$ cat config.mk
export PLATFORM = sky130hd
export DESIGN_NAME = seg_counter_mux_flat
export DESIGN_NICKNAME = d
export VERILOG_FILES = /design/src/rtl/seg_pkg.sv /design/src/rtl/seg_counter_mux_if.sv /design/src/rtl/seg_digit_decode.sv /design/src/rtl/seg_counter_mux.sv /design/src/flat_wrapper.sv
export SDC_FILE = /design/constraint.sdc
export NUM_CORES = 1
export LEC_CHECK = 0
export BUFFER_PORTS_ARGS = -buffer_cell sky130_fd_sc_hd__buf_2
export CAP_MARGIN = 30
export CORE_ASPECT_RATIO = 1.75
export CORE_UTILIZATION = 40
export DETAILED_ROUTE_END_ITERATION = 16
export GPL_TIMING_DRIVEN = 0
export PLACE_DENSITY = 0.6
export SYNTH_ARGS = -nofsm -noshare
export SYNTH_HDL_FRONTEND = slang
export SYNTH_SLANG_ARGS = --single-unit
$ cat constraint.sdc
create_clock -name CLK -period 2.8 [get_ports CLK]
set_input_delay 0.14 -clock CLK [delete_from_list [all_inputs] [get_ports CLK]]
set_output_delay 0.14 -clock CLK [all_outputs]
set_load 0.02 [all_outputs]
$ cat src/rtl/seg_pkg.sv
// seg_pkg: shared definitions for the seven-segment display blocks.
//   seg_t      - 7-bit active-low cathode vector {g,f,e,d,c,b,a}
//   SEG_TABLE  - glyphs for nibble values 0..F
//   SEG_OFF    - all segments dark
//   MAX_HEX / MAX_DEC - per-digit maximum in hex / decimal mode
//   clamp_dec  - limits a nibble to 9 for decimal mode
package seg_pkg;

  typedef logic [6:0] seg_t;

  typedef enum logic {
    MODE_HEX = 1'b0,
    MODE_DEC = 1'b1
  } count_mode_e;

  localparam seg_t SEG_TABLE [16] = '{
    7'h40, 7'h79, 7'h24, 7'h30, 7'h19, 7'h12, 7'h02, 7'h78,
    7'h00, 7'h10, 7'h08, 7'h03, 7'h46, 7'h21, 7'h06, 7'h0E
  };

  localparam seg_t       SEG_OFF = 7'h7F;
  localparam logic [3:0] MAX_HEX = 4'hF;
  localparam logic [3:0] MAX_DEC = 4'd9;

  function automatic logic [3:0] clamp_dec(input logic [3:0] n);
    return (n > MAX_DEC) ? MAX_DEC : n;
  endfunction

endpackage

$ cat src/rtl/seg_counter_mux_if.sv
// seg_counter_mux_if: control inputs and display outputs of seg_counter_mux.
//   EN, UP, MODE, LOAD, LOAD_VAL - count control (driven by master)
//   Count, Wrap, Anode, Out      - counter value and display pins (driven by slave)
// The counter itself uses the slave modport; the board/bench side uses master.
interface seg_counter_mux_if #(
  parameter int DIGITS = 4
);

  logic                  EN;
  logic                  UP;
  logic                  MODE;
  logic                  LOAD;
  logic [4*DIGITS-1:0]   LOAD_VAL;
  logic [4*DIGITS-1:0]   Count;
  logic                  Wrap;
  logic [DIGITS-1:0]     Anode;
  logic [6:0]            Out;

  modport master (
    output EN, UP, MODE, LOAD, LOAD_VAL,
    input  Count, Wrap, Anode, Out
  );

  modport slave (
    input  EN, UP, MODE, LOAD, LOAD_VAL,
    output Count, Wrap, Anode, Out
  );

endinterface

$ cat src/rtl/seg_digit_decode.sv
// seg_digit_decode: nibble to active-low seven-segment cathodes.
//   nibble - digit value 0..F
//   blank  - 1 forces all segments off
//   seg    - cathodes {g,f,e,d,c,b,a}, active low
// Purely combinational.
module seg_digit_decode
  import seg_pkg::*;
(
  input  logic [3:0] nibble,
  input  logic       blank,
  output seg_t       seg
);

  always_comb begin
    seg = blank ? SEG_OFF : SEG_TABLE[nibble];
  end

endmodule

$ cat src/rtl/seg_counter_mux.sv
// seg_counter_mux: multi-digit hex/decimal up/down counter driving a
// multiplexed seven-segment display.
//   CLK - system clock, rising edge
//   RST - asynchronous active-high reset
//   bus - seg_counter_mux_if.slave:
//         EN, UP, MODE, LOAD, LOAD_VAL in; Count, Wrap, Anode, Out out
// Count advances once every TICK_DIV enabled cycles; the display scan
// rotates one digit every SCAN_DIV cycles regardless of EN.
module seg_counter_mux
  import seg_pkg::*;
#(
  parameter int DIGITS   = 4,
  parameter int TICK_DIV = 100000000,
  parameter int SCAN_DIV = 262144,
  parameter int BLANK_LZ = 0
) (
  input logic               CLK,
  input logic               RST,
  seg_counter_mux_if.slave  bus
);

  localparam int W  = 4 * DIGITS;
  localparam int PW = $clog2(TICK_DIV);
  localparam int SW = $clog2(SCAN_DIV);
  localparam int IW = (DIGITS > 1) ? $clog2(DIGITS) : 1;

  count_mode_e       mode;
  logic [PW-1:0]     pre;
  logic              tick;
  logic [W-1:0]      count_q;
  logic [W-1:0]      count_nxt;
  logic [W-1:0]      load_val;
  logic [DIGITS:0]   carry;
  logic [DIGITS:0]   zero_above;
  logic [DIGITS-1:0] blank;
  logic              wrap_q;

  logic [SW-1:0]     scan_cnt;
  logic [IW-1:0]     scan_idx;
  logic [3:0]        cur_nib;
  logic              cur_blank;
  seg_t              cur_seg;
  logic [DIGITS-1:0] anode_q;
  seg_t              out_q;

  assign mode = count_mode_e'(bus.MODE);
  assign tick = bus.EN && (pre == PW'(TICK_DIV - 1));

  // carry[k] means digit k steps this tick; it ripples up while digits sit at
  // their limit, so carry[DIGITS] flags a full-range wrap.
  assign carry[0]           = 1'b1;
  assign zero_above[DIGITS] = 1'b1;

  for (genvar k = 0; k < DIGITS; k++) begin : g_digit
    logic [3:0] d;
    logic [3:0] d_eff;
    logic [3:0] d_max;
    logic [3:0] d_nxt;
    logic       at_lim;

    assign d      = count_q[4*k +: 4];
    assign d_max  = (mode == MODE_DEC) ? MAX_DEC : MAX_HEX;
    // A stale hex nibble (>9) after switching to decimal behaves as 9.
    assign d_eff  = (mode == MODE_DEC) ? clamp_dec(d) : d;
    assign at_lim = bus.UP ? (d_eff == d_max) : (d_eff == 4'd0);

    always_comb begin
      d_nxt = d;
      if (carry[k]) begin
        if (at_lim) d_nxt = bus.UP ? 4'd0 : d_max;
        else        d_nxt = bus.UP ? d_eff + 4'd1 : d_eff - 4'd1;
      end
    end

    assign carry[k+1]          = carry[k] & at_lim;
    assign count_nxt[4*k +: 4] = d_nxt;
    assign load_val[4*k +: 4]  = (mode == MODE_DEC) ? clamp_dec(bus.LOAD_VAL[4*k +: 4])
                                                    : bus.LOAD_VAL[4*k +: 4];

    // Leading-zero blanking: this digit and everything above it are zero.
    assign zero_above[k] = (d == 4'd0) && zero_above[k+1];
    assign blank[k]      = (BLANK_LZ != 0) && (k > 0) && zero_above[k];
  end

  always_ff @(posedge CLK or posedge RST) begin
    if (RST) begin
      count_q <= '0;
      wrap_q  <= 1'b0;
      pre     <= '0;
    end else begin
      wrap_q <= 1'b0;
      if (bus.LOAD) begin
        count_q <= load_val;
        pre     <= '0;
      end else if (bus.EN) begin
        if (tick) begin
          pre     <= '0;
          count_q <= count_nxt;
          wrap_q  <= carry[DIGITS];
        end else begin
          pre <= pre + 1'b1;
        end
      end
    end
  end

  assign cur_nib   = count_q[{scan_idx, 2'b00} +: 4];
  assign cur_blank = blank[scan_idx];

  seg_digit_decode u_decode (
    .nibble (cur_nib),
    .blank  (cur_blank),
    .seg    (cur_seg)
  );

  // Anode/Out refresh every cycle so a count change shows on the lit digit
  // one cycle later, not only at the next scan step.
  always_ff @(posedge CLK or posedge RST) begin
    if (RST) begin
      scan_cnt <= '0;
      scan_idx <= '0;
      anode_q  <= '1;
      out_q    <= SEG_OFF;
    end else begin
      if (scan_cnt == SW'(SCAN_DIV - 1)) begin
        scan_cnt <= '0;
        scan_idx <= (scan_idx == IW'(DIGITS - 1)) ? '0 : scan_idx + 1'b1;
      end else begin
        scan_cnt <= scan_cnt + 1'b1;
      end
      anode_q <= cur_blank ? '1 : ~(DIGITS'(1) << scan_idx);
      out_q   <= cur_seg;
    end
  end

  assign bus.Count = count_q;
  assign bus.Wrap  = wrap_q;
  assign bus.Anode = anode_q;
  assign bus.Out   = out_q;

endmodule

$ cat src/flat_wrapper.sv
// flat-port wrapper written by rule: the top's interface ports become plain ports
module seg_counter_mux_flat import seg_pkg::*;
#(
  parameter int DIGITS   = 4,
  parameter int TICK_DIV = 100000000,
  parameter int SCAN_DIV = 262144,
  parameter int BLANK_LZ = 0
)
  (CLK, RST, bus_EN, bus_UP, bus_MODE, bus_LOAD, bus_LOAD_VAL, bus_Count, bus_Wrap, bus_Anode, bus_Out);
  seg_counter_mux_if #(.DIGITS(DIGITS)) bus_i ();
  input logic CLK;
  input logic RST;
  input wire logic [$bits(bus_i.EN)-1:0] bus_EN;
  input wire logic [$bits(bus_i.UP)-1:0] bus_UP;
  input wire logic [$bits(bus_i.MODE)-1:0] bus_MODE;
  input wire logic [$bits(bus_i.LOAD)-1:0] bus_LOAD;
  input wire logic [$bits(bus_i.LOAD_VAL)-1:0] bus_LOAD_VAL;
  output wire logic [$bits(bus_i.Count)-1:0] bus_Count;
  output wire logic [$bits(bus_i.Wrap)-1:0] bus_Wrap;
  output wire logic [$bits(bus_i.Anode)-1:0] bus_Anode;
  output wire logic [$bits(bus_i.Out)-1:0] bus_Out;
  assign bus_i.EN = bus_EN;
  assign bus_i.UP = bus_UP;
  assign bus_i.MODE = bus_MODE;
  assign bus_i.LOAD = bus_LOAD;
  assign bus_i.LOAD_VAL = bus_LOAD_VAL;
  assign bus_Count = bus_i.Count;
  assign bus_Wrap = bus_i.Wrap;
  assign bus_Anode = bus_i.Anode;
  assign bus_Out = bus_i.Out;
  seg_counter_mux #(.DIGITS(DIGITS), .TICK_DIV(TICK_DIV), .SCAN_DIV(SCAN_DIV), .BLANK_LZ(BLANK_LZ)) u_core (.CLK(CLK), .RST(RST), .bus(bus_i));
endmodule
==> metrics.txt <==
Global Route met3 Usage 3.57%; Slew Viols, Final 0; final wirelength between 10000 and 15000 um; HP Start bus_LOAD_VAL[4]; grt met2 use roughly 41%; Detail Placement HPWL between 9000 and 10000 um; GRT Max-Usage Layer met2; leading area contributor after synthesis dfrtp_1; Area Growth Syn to Fin 15.5%; drt first pass iters 4; PwrDens 562 mW/mm^2; Hold WC Path Type in2reg; Fin Clk Skew 8.03 ps; M1 GR Usage 22.4%; Unique masters post-synth 70; Layout fillers between 1000 and 1500; Post-synth EDFFs 0; clock root buffer clkbuf_16; Synth Register Bits 75; min cycle time layout around 2600 ps; R2R Path End u_core.bus.Count[11]; Final nets slightly above 600; final core occ 47.9%; Setup crit end kind flip-flop; first-pass GRT wire length ~21000 um; Finish-stage setup viols 0; critical setup path kind in2reg; worst reg2reg startpoint u_core.bus.Count[11]; gr ovfl total 0; Finished Cell Area around 0.0056 mm^2; Hold Path Stages 3; RSZ-0062 raised after global routing false; diode count 0; Worst R2R Setup Slack roughly 250 ps; Yosys top cell area share between 30% and 40%; largest net degree at the start of global routing 40; top_reg_cell synth dfrtp_1; initial antenna violation count 0; vias in the first global route around 4200; synthesized instance count 505; Reg2Reg Depth 8; FFs w/ async S/R, synth 100%; P_leak 2.44 nW; WP data required ~3000 ps; H-tree levels 3; Antenna Nets Post-Route 0; CTS sink count 75; placed cell area roughly 0.0053 mm^2; vias a little over 4000; yosys warns 0; DIE AREA between 0.01 and 0.015 mm^2; Arr. time, crit path around 2800 ps; Least-Margin Pin Slew between 700 and 800 ps; fmax between 300 and 400 MHz; Final Hold Fails 0; Residual DRC 0; VDD IR max between 0.3 and 0.4 mV; Ports 50; # rows 52; CP max FO 10; Worst Hold End u_core.bus.Count[4]; Initial Util around two fifths; Initial DRC Count around 260; CTS tree done; Total Power 0.00314 W; average routed wire per standard cell 17.9 um; Total GRT Usage a little over a fifth; syn nets between 500 and 600; core area between 0.01 and 0.015 mm^2; CTS buffer count 9; worst skew pair latency between 300 and 400 ps; PortBufs between 40 and 50; Synth Cell Area between 0.004 and 0.005 mm^2; setup tns final 0 ps; slew margin rel. 50.9%; mean post-synth cell area around 9.6 um^2; post-synthesis sequential area ratio between 30% and 40%; share of cells above drive strength 1 about a fifth; overall die width approximately 85 um; Via density 5.79; RePlAce Congestion 0.969; Final period util ~91%; CP Launch Type input pin; largest cells by area after synthesis dfrtp_1 (33%), dfstp_2 (6.0%), ha_1 (5.2%); die height between 100 and 150 um; Max Buffers Root-to-Sink 2; status completed; Clock Pin Slew Worst Setup and Hold Paths ~60 ps; maxcap violations 0; WHS 47.3 ps
[registers in the layout (all words and copies together) (netlist names)]
register	cells
u_core.bus.Anode	4
u_core.pre	27
u_core.bus.Wrap	1
u_core.bus.Out	7
u_core.scan_idx	2
u_core.bus.Count	16
u_core.scan_cnt	18
[stage by stage]
step | cells | worst slack, ps
2_1_floorplan | 505 | 421
3_3_place_gp | 687 | -246
3_5_place_dp | 689 | -277
4_1_cts | 706 | 83.1
5_1_grt | 706 | 113
6_report | 706 | 246
[area by class of cell]
| type | instances | area [um^2] | area share (%) |
|---|---|---|---|
| well taps | 135 | 169 | 3.03 |
| inverters | 19 | 73.8 | 1.32 |
| multi-input cells | 385 | 2770 | 49.6 |
| clock inverters | 6 | 75.1 | 1.35 |
| plain buffers | 26 | 108 | 1.93 |
| flip-flops and latches | 75 | 1890 | 33.9 |
| repair buffers | 50 | 270 | 4.84 |
| clock buffers | 10 | 229 | 4.10 |
[cells in the mapped netlist (10+ instances only)]
cell	count
and3_1	11
a21oi_1	24
xnor2_1	19
nor3_1	13
xor2_1	28
and2_1	10
dfrtp_1	64
nand3_1	21
ha_1	20
nand4_1	12
nand2_1	29
o21ai_0	15
nor2_1	59
clkbuf_1	18
inv_1	19
dfstp_2	11
[what timing repair did]
action,CTS,global route
setup buffers,0,0
endpoints found under the hold margin,27,0
gates resized for setup,0,2
endpoints found under the setup margin,0,3
hold buffers,1,0
[worst max-delay path, stage by stage]
cell and delay (ps):
buf_2 240, buf_1 450, clkbuf_2 360, a21oi_1 160, ha_1 320, nor3_1 50, a211oi_1 260, xnor2_1 140
a2111oi_0 480, o31ai_1 140
[metal layers]
metal	vias up	wire (um)	part of all wire, %
li1	1924	-	-
met1	1994	4610	37
met2	132	6960	55
met3	35	479	3.8
met4	0	568	4.5
met5	-	0	0
[report_power, final]
group	total (W)	switching (W)	internal (W)
Combinational	0.000714	0.000424	0.000291
Sequential	0.00123	0.0000751	0.00115
Clock	0.00120	0.000494	0.000702
Total	0.00314	0.000993	0.00214
[cells in the final DEF, fill, tap and decap left out, types with 11 or more instances in the layout]
master and instances:
a21oi_1 24, and3_1 11, buf_2 55, clkbuf_1 18
dfrtp_1 64, dfstp_2 11, ha_1 20, inv_1 18
nand2_1 29, nand3_1 21, nand4_1 12, nor2_1 59
nor3_1 13, o21ai_0 15, xnor2_1 19, xor2_1 28
[worst max path at each step]
stage	start	endpoint	slack (ps)	cells after the start
2_1_floorplan	bus_MODE	u_core.bus.Count[15]	420	10
3_3_place_gp	bus_MODE	u_core.bus.Count[15]	-250	10
3_5_place_dp	bus_MODE	u_core.bus.Count[15]	-280	10
4_1_cts	bus_MODE	u_core.bus.Count[15]	80	10
5_1_grt	u_core.bus.Count[11]	u_core.bus.Count[11]	110	8
6_report	bus_MODE	u_core.bus.Count[11]	250	10
[logic make-up after synthesis]
| family | synth area share [%] |
|---|---|
| adder cells (fa/ha/maj) | 6.83 |
| flip-flops | 39.1 |
| buffers and inverters | 3.68 |
| multiplexers | 5.02 |
| AO/OA/AOI/OAI | 14.4 |
| XOR/XNOR | 8.52 |
| AND/OR/NAND/NOR | 22.4 |
No activity file was read; power rests on OpenSTA's default activity.
